## config.mk

```make
export PLATFORM = sky130hd
export DESIGN_NAME = fft_frame_seq
export DESIGN_NICKNAME = d
export VERILOG_FILES = /design/src/rtl/fft_frame_seq.sv
export SDC_FILE = /design/constraint.sdc
export NUM_CORES = 1
export LEC_CHECK = 0
export ABC_AREA = 1
export CORE_MARGIN = 2
export CORE_UTILIZATION = 49
export DETAILED_ROUTE_END_ITERATION = 10
export PLACE_DENSITY = 0.78
export SETUP_SLACK_MARGIN = 0.3
export SYNTH_ARGS = -nofsm -noshare
export SYNTH_HDL_FRONTEND = slang
export SYNTH_SLANG_ARGS = --single-unit
```

## constraint.sdc

```tcl
create_clock -name clk -period 1.6 [get_ports clk]
set_input_delay 0.24 -clock clk [delete_from_list [all_inputs] [get_ports clk]]
set_output_delay 0.24 -clock clk [all_outputs]
set_load 0.01 [all_outputs]
```

## src/rtl/fft_frame_seq.sv

```systemverilog
// fft_frame_seq: frame sequencer around a capture FIFO and a streaming FFT core.
// Fills the FIFO, streams one N_PTS frame into the FFT sink with sop/eop framing,
// then collects the result bins and reports the bin index alongside source_valid.
// Optional build macro FFT_FRAME_SEQ_TIMEOUT_EN adds a per-state watchdog that
// aborts a stuck frame back to IDLE with a seq_err pulse.
module fft_frame_seq #(
   parameter int N_PTS       = 4096,
   parameter int CNT_W       = 13,
   parameter int TIMEOUT_CYC = 1000000
) (
   input  logic             clk,
   input  logic             rst_n,
   input  logic             start,
   input  logic             cont,
   input  logic             wrfull,
   input  logic             rdempty,
   output logic             wr_fifo_en,
   output logic             rd_fifo_en,
   input  logic             sink_ready,
   output logic             sink_valid,
   output logic             sink_sop,
   output logic             sink_eop,
   input  logic             source_valid,
   input  logic             source_sop,
   input  logic             source_eop,
   output logic [CNT_W-2:0] bin_addr,
   output logic             busy,
   output logic             frame_done,
   output logic             seq_err
);

   typedef enum logic [2:0] {IDLE, CAPTURE, FEED, WAIT_RES, COLLECT, DONE} state_t;

   localparam logic [CNT_W-1:0] FEED_END  = CNT_W'(N_PTS);
   localparam logic [CNT_W-1:0] FEED_LAST = CNT_W'(N_PTS - 1);
   localparam logic [CNT_W-1:0] FEED_ONE  = CNT_W'(1);
   localparam logic [CNT_W-2:0] BIN_LAST  = (CNT_W-1)'(N_PTS - 1);
   localparam logic [CNT_W-2:0] BIN_ONE   = (CNT_W-1)'(1);

   state_t           state;
   state_t           state_nxt;
   logic [CNT_W-1:0] feed_cnt;
   logic [CNT_W-2:0] bin_cnt;
   logic             err_nxt;

`ifdef FFT_FRAME_SEQ_TIMEOUT_EN
   localparam int              WD_W    = $clog2(TIMEOUT_CYC + 1);
   localparam logic [WD_W-1:0] WD_LAST = WD_W'(TIMEOUT_CYC - 1);

   logic [WD_W-1:0] wd_cnt;
   logic            wd_run;
   logic            wd_expired;

   assign wd_run     = (state == CAPTURE) || (state == FEED) ||
                       (state == WAIT_RES) || (state == COLLECT);
   assign wd_expired = wd_run && (wd_cnt == WD_LAST);

   // cycles spent in the current waiting state; restarts on every state change
   always_ff @(posedge clk or negedge rst_n) begin
      if (!rst_n) begin
         wd_cnt <= '0;
      end else if (!wd_run || (state_nxt != state)) begin
         wd_cnt <= '0;
      end else begin
         wd_cnt <= wd_cnt + WD_W'(1);
      end
   end
`else
   // the watchdog limit has no consumer when the watchdog is not built
   localparam int wd_limit_unused = TIMEOUT_CYC;
`endif

   // next-state decode plus status/enable outputs; rd_fifo_en reacts to ready/empty in-cycle
   always_comb begin
      state_nxt  = state;
      err_nxt    = 1'b0;
      wr_fifo_en = (state == CAPTURE);
      rd_fifo_en = (state == FEED) && sink_ready && !rdempty && (feed_cnt < FEED_END);
      busy       = (state != IDLE);
      frame_done = (state == DONE);
      // a sop beat is always bin 0, whatever the running count says
      bin_addr   = source_sop ? '0 : bin_cnt;
      case (state)
         IDLE:     if (start) state_nxt = CAPTURE;
         CAPTURE:  if (wrfull) state_nxt = FEED;
         FEED:     if (rd_fifo_en && (feed_cnt == FEED_LAST)) state_nxt = WAIT_RES;
         WAIT_RES: begin
            if (source_valid && source_sop) begin
               if (source_eop) begin
                  state_nxt = DONE;
                  err_nxt   = (bin_addr != BIN_LAST);
               end else begin
                  state_nxt = COLLECT;
               end
            end
         end
         COLLECT:  begin
            if (source_valid && source_eop) begin
               state_nxt = DONE;
               err_nxt   = (bin_addr != BIN_LAST);
            end
         end
         DONE:     state_nxt = cont ? CAPTURE : IDLE;
         default:  state_nxt = IDLE;
      endcase
`ifdef FFT_FRAME_SEQ_TIMEOUT_EN
      // a stuck frame is abandoned: no dangling read, back to IDLE with an error pulse
      if (wd_expired) begin
         state_nxt  = IDLE;
         err_nxt    = 1'b1;
         rd_fifo_en = 1'b0;
      end
`endif
   end

   // state register, feed index and result-bin counter
   always_ff @(posedge clk or negedge rst_n) begin
      if (!rst_n) begin
         state    <= IDLE;
         feed_cnt <= '0;
         bin_cnt  <= '0;
         seq_err  <= 1'b0;
      end else begin
         state   <= state_nxt;
         seq_err <= err_nxt;
         if (state != FEED) begin
            feed_cnt <= '0;
         end else if (rd_fifo_en) begin
            feed_cnt <= feed_cnt + FEED_ONE;
         end
         if (state_nxt != COLLECT) begin
            bin_cnt <= '0;
         end else if (source_valid) begin
            bin_cnt <= (bin_addr == BIN_LAST) ? '0 : bin_addr + BIN_ONE;
         end
      end
   end

   // sink framing follows the read request by one clock to line up with FIFO q
   always_ff @(posedge clk or negedge rst_n) begin
      if (!rst_n) begin
         sink_valid <= 1'b0;
         sink_sop   <= 1'b0;
         sink_eop   <= 1'b0;
      end else begin
         sink_valid <= rd_fifo_en;
         sink_sop   <= rd_fifo_en && (feed_cnt == '0);
         sink_eop   <= rd_fifo_en && (feed_cnt == FEED_LAST);
      end
   end

endmodule

```

# [Word level (Yosys, flattened, before mapping)]
# Index checks and enable logic that the tools add are counted.
[totals] register_bits=32 input_bits=10 out_inout_bits=20 elab_cells=51
[op_classes] n_addsub=2 order_cmp=1 n_eq_ne=10 mux=18 reduce_logical=13
[op_table] cell="12-bit 2-to-1 mux" count=4
[op_table] cell="13-bit 2-to-1 mux" count=2
[op_table] cell="3-bit one-hot mux with 6 select lines" count=1
[op_table] cell="3-bit 2-to-1 mux" count=5
[op_table] cell="13-bit by 1-bit adder with 13-bit output (second input constant)" count=1
[op_table] cell="13-bit by 12-bit equality test with 1-bit output (second input constant)" count=1
[op_table] cell="13-bit zero test" count=1
[op_table] cell="13-bit less-than comparator (second input constant)" count=1
[op_table] cell="12-bit by 1-bit adder with 12-bit output (second input constant)" count=1
[op_table] cell="12-bit equality test (second input constant)" count=1
[op_table] cell="12-bit inequality test (second input constant)" count=1
[op_table] cell="1-bit logical AND" count=7
[op_table] cell="3-bit by 2-bit equality test with 1-bit output (second input constant)" count=2
[op_table] cell="3-bit equality test (second input constant)" count=2
[op_table] cell="1-bit 2-to-1 mux" count=5
[op_table] cell="2-bit nonzero test" count=2
[op_table] cell="3-bit by 1-bit equality test with 1-bit output (second input constant)" count=1
[op_table] cell="3-bit zero test" count=1
[op_table] cell="3-bit by 2-bit inequality test with 1-bit output (second input constant)" count=1
[op_table] cell="3-bit inequality test (second input constant)" count=1
[op_table] cell="3-bit nonzero test" count=1
[op_table] cell="1-bit one-hot mux with 2 select lines" count=1
[op_table] cell="1-bit zero test" count=1

# [Longest topological paths before layout]
[depth] ltp_word=9 ltp_mapped=12

# [Worst setup path before layout]
# Ideal clock, no wire load.
[synth_path] kind="in2reg" startpoint="in source_sop" endpoint="reg bin_cnt[5]" t_arrival_ns=1.602 t_required_ns=1.483 setup_slack_ns=-0.119 path_stages=10 cell_sequence="buf_4 nor2_1 ha_1 and3_1 buf_2 nand2_1 nor2_2 nor2_1 nand3_2 nand2_1"
[synth_via] elab_chain_len=5 elab_cells_between_ends=11 classes_between="add/sub: 1; eq/ne: 2; mux: 6; reduce/logical: 2"
[synth_rtl] element="start: declaration" line_no="24" source="input logic source_sop,"
[synth_rtl] element="12-bit 2-to-1 mux *" line_no="82" source="bin_addr = source_sop ? '0 : bin_cnt;"
[synth_rtl] element="net bin_addr[0]" line_no="26" source="output logic [CNT_W-2:0] bin_addr,"
[synth_rtl] element="12-bit by 1-bit adder with 12-bit output or 12-bit equality test (tied branches)" line_no="134" source="bin_cnt <= (bin_addr == BIN_LAST) ? '0 : bin_addr + BIN_ONE;"
[synth_rtl] element="12-bit 2-to-1 mux *" line_no="134"
[synth_rtl] element="12-bit 2-to-1 mux *" line_no="133" source="end else if (source_valid) begin"
[synth_rtl] element="12-bit 2-to-1 mux *" line_no="131" source="if (state_nxt != COLLECT) begin"
[synth_rtl] element="end signal: assignment" line_no="134"
[synth_rtl] element="end: declaration" line_no="43" source="logic [CNT_W-2:0] bin_cnt;"
# Mark *: on every way through the listed nets, which the timed path passes. The rest lies on a longest branch. The select of a mux whose other input is x is not followed.
# A chain may end at the register's enable or synchronous reset.

# [Worst setup path in the final report]
[layout_path] startpoint="reg bin_cnt[4]" endpoint="reg bin_cnt[11]"
[layout_via] elab_chain_len=5 elab_cells_between_ends=6 classes_between="add/sub: 1; eq/ne: 1; mux: 4"
[layout_rtl] element="12-bit 2-to-1 mux *" line_no="82"
[layout_rtl] element="12-bit by 1-bit adder with 12-bit output or 12-bit equality test (tied branches)" line_no="134"
[layout_rtl] element="12-bit 2-to-1 mux *" line_no="134"
[layout_rtl] element="12-bit 2-to-1 mux *" line_no="133"
[layout_rtl] element="12-bit 2-to-1 mux *" line_no="131"
# Every way passes the cells marked *; elsewhere a longest branch is shown, timed or not. The select of a mux whose other input is x is not followed.

==> results.toml <==
[finish]
finalNonFillerCells = 439
layout-drive-gt1-share_pct = 48.8
mostFrequentLayoutCells = "55 x buf_4, 51 x nand2_1, 35 x inv_1, 30 x dfrtp_1, 24 x nand3_1"
final_common_cell = "buf_4"
layout.nets = 401
area_delta_synth_final_pct = 60.7
n_antenna_cell = 0

[logic_synthesis]
synth_area_um2 = 2130
yosysTopAreaCellShare_pct = 37.6
postSynthCellCount = 286
synthFlopType = "dfrtp_1"
synth-edff-count = 0
async_flop_share_pct = 100
yosysTopAreaCell = "dfrtp_1"
synth-seq-cells = 32
yosysWarnings = 0
synthSimpleGateAreaFrac_pct = 41.4
synth_fp_nets = 299
synth_compound_area_share_pct = 6.47
synth_top_family_by_area = "simple AND/OR/NAND/NOR gates"
synth_area_leaders = "dfrtp_1 38%, nand2_1 11%, nand3_1 8.0%"
synth-xor-area-share_pct = 0.823
synthAdderAreaFrac_pct = 1.76
seq_area_frac_synth_pct = 37.6
synthMuxAreaShare_pct = 0
yosysUniqueCellTypes = 36
syn_avg_cell_area_um2 = 7.44

[sta]
finalHoldViolCount = 0
fin_ws_ns = -0.0208
setup_viol = 2
min_period_ns = 1.62
slew_violations = 0
rsz0062_at_grt = "yes"
tightest_slew_ns = 0.432
period_share_pct = 101
slew_headroom_pct = 71.2
hold-worst-slack_ns = 0.342
fin_skew_ns = 0.00719
clock.fmax_mhz = 617

[global_routing]
grt_antenna_before_repair = 0
grt_pass1_wl_mm = 10.8
grt_start_max_net_pins = 33
grt_util_all_layers_pct = 27.5
use_met1_pct = 35.4
grt_busiest_layer = "met2"
overflow = 0
first_global_vias = 2278
gr-usage-met2_pct = 45.9
gr-usage-met3_pct = 5.19

[route]
routed_wl_mm = 7.51
post_drt_wl_per_cell_um = 17.1
ant_nets = 0
via_per_inst = 5.63
drt_first_pass_iters = 6
route.detailed.drc = 0
vias = 2470
dr.first_iter.drc_count = 319

[clock_network]
clkTransAtPathRegs_ns = 0.08
numClockSinks = 32
clock_latency_ns = 0.30
h-tree-depth = 2
cts_buffer_depth = 2
cts_made_buffers = 5
clockRootBuffer = "clkbuf_8"
cts_tree = "built"
hold_buffers = 0

[job]
max-cap-violations = 0

[worst_setup_path]
cp.arrival_ns = 1.86
critPathKind = "reg2reg"
crit_path_end_kind = "register"
startpoint = "bin_cnt[4]"
rrSetupSlack_ns = -0.02
required_ns = 1.84
worstSetupEndpoint = "bin_cnt[11]"
r2r_start = "bin_cnt[4]"
reg2regPathDepth = 9
cp-start-kind = "register"
cp_max_fo = 4
worst_r2r_endpoint = "bin_cnt[11]"

[power]
finalPower_mw = 2.69
powerDensity_nw_per_um2 = 786
peakVddDrop_v = 0.000615
power.leakage_nw = 1.72

[floorplan]
start_util_pct = 52.1
die_x_um = 69.9
ios = 30
core.rowCount = 23
die_area_um2 = 4890
die_y_um = 69.9
coreArea_um2 = 4090

[outcome]
outcome = "complete, but fails checks"
violations = "negative setup slack"

[placed_design]
port_buffers = 29
place_congestion = 0.901
dpl.cell_count = 398
dp_slack_ns = -0.331
dp_hpwl_mm = 3.82

[hold_path]
hp-class = "in2async"
==> worst max-delay path, stage by stage (launching register included) <==
cell	delay (ns)
dfrtp_1	0.37
buf_4	0.13
nand3_1	0.12
nor2_1	0.27
nand3_1	0.16
nand2_1	0.12
nand2_1	0.06
nor2_1	0.12
nand3_1	0.12
nand2_1	0.09
==> repair_timing <==
action	CTS	global route
pin swaps	17	20
cloned	2	0
buffers inserted	19	12
setup endpoints to repair	44	38
gates resized for setup	93	44
==> state kept, by name (all words and copies together), names as in the netlist <==
name,cells
sink_eop,1
sink_valid,1
state,3
seq_err,1
bin_cnt,12
feed_cnt,13
sink_sop,1
==> per-stage QoR <==
stage	instance area [um^2]	TNS, ns	util, %
after floorplan	2240	0	-
after global placement	2850	-7.12	69.8
after detailed placement	2850	-7.70	69.8
after CTS	3220	0	78.8
after global routing	3420	-0.620	83.7
final	3420	-0.0232	83.7
==> cells by family (layout without fill, tap and decap cells) <==
family	count (synthesis)	count (layout)
xor gates and xnor gates	2	2
adders and majority gates	3	3
DFF	32	32
and+or+nand+nor	167	167
buffers and inverters	58	161
AOI/OAI and AO/OA	24	24
==> synthesized netlist by cell type, types with 2 or more instances <==
cell type / count
dfrtp_1: 32
nor2_1: 29
buf_2: 2
inv_1: 41
nor3_1: 5
nand3_2: 14
o21ai_1: 4
nand2_2: 2
inv_2: 5
nor2_4: 2
nand3_4: 2
nand4_1: 6
clkinv_1: 5
o21ai_0: 4
nand2_1: 62
xor2_1: 2
nand3_1: 34
ha_1: 3
nor2_8: 2
a21oi_1: 9
nor2_2: 6
==> layer usage <==
layer | up-vias | part of all wire, %
li1 | 1113 | -
met1 | 1154 | 40
met2 | 146 | 46
met3 | 57 | 7.6
met4 | 0 | 6.4
met5 | - | 0
==> area by class of cell <==
class | count | area, um^2
Clock buffer | 5 | 68.8
Clock inverter | 3 | 18.8
Fill cell | 213 | 666
Inverter | 52 | 204
Multi-Input combinational cell | 196 | 1360
Sequential cell | 32 | 803
Tap cell | 50 | 62.6
Timing Repair Buffer | 101 | 900
==> worst min-delay path by stage <==
| stage | depth (start not counted) | from | end |
|---|---|---|---|
| after floorplan | 0 | rst_n | bin_cnt[0] |
| after global placement | 2 | feed_cnt[12] | feed_cnt[12] |
| after detailed placement | 2 | feed_cnt[12] | feed_cnt[12] |
| after CTS | 2 | rst_n | bin_cnt[4] |
| after global routing | 2 | rst_n | sink_sop |
| final | 2 | rst_n | sink_sop |
==> power breakdown <==
group	switching [mW]	internal [mW]	total, mW
logic	0.616	0.498	1.11
registers	0.0587	0.861	0.919
clock network	0.350	0.303	0.654
total	1.03	1.66	2.69
Note: power is estimated with default switching activity, not from simulation.
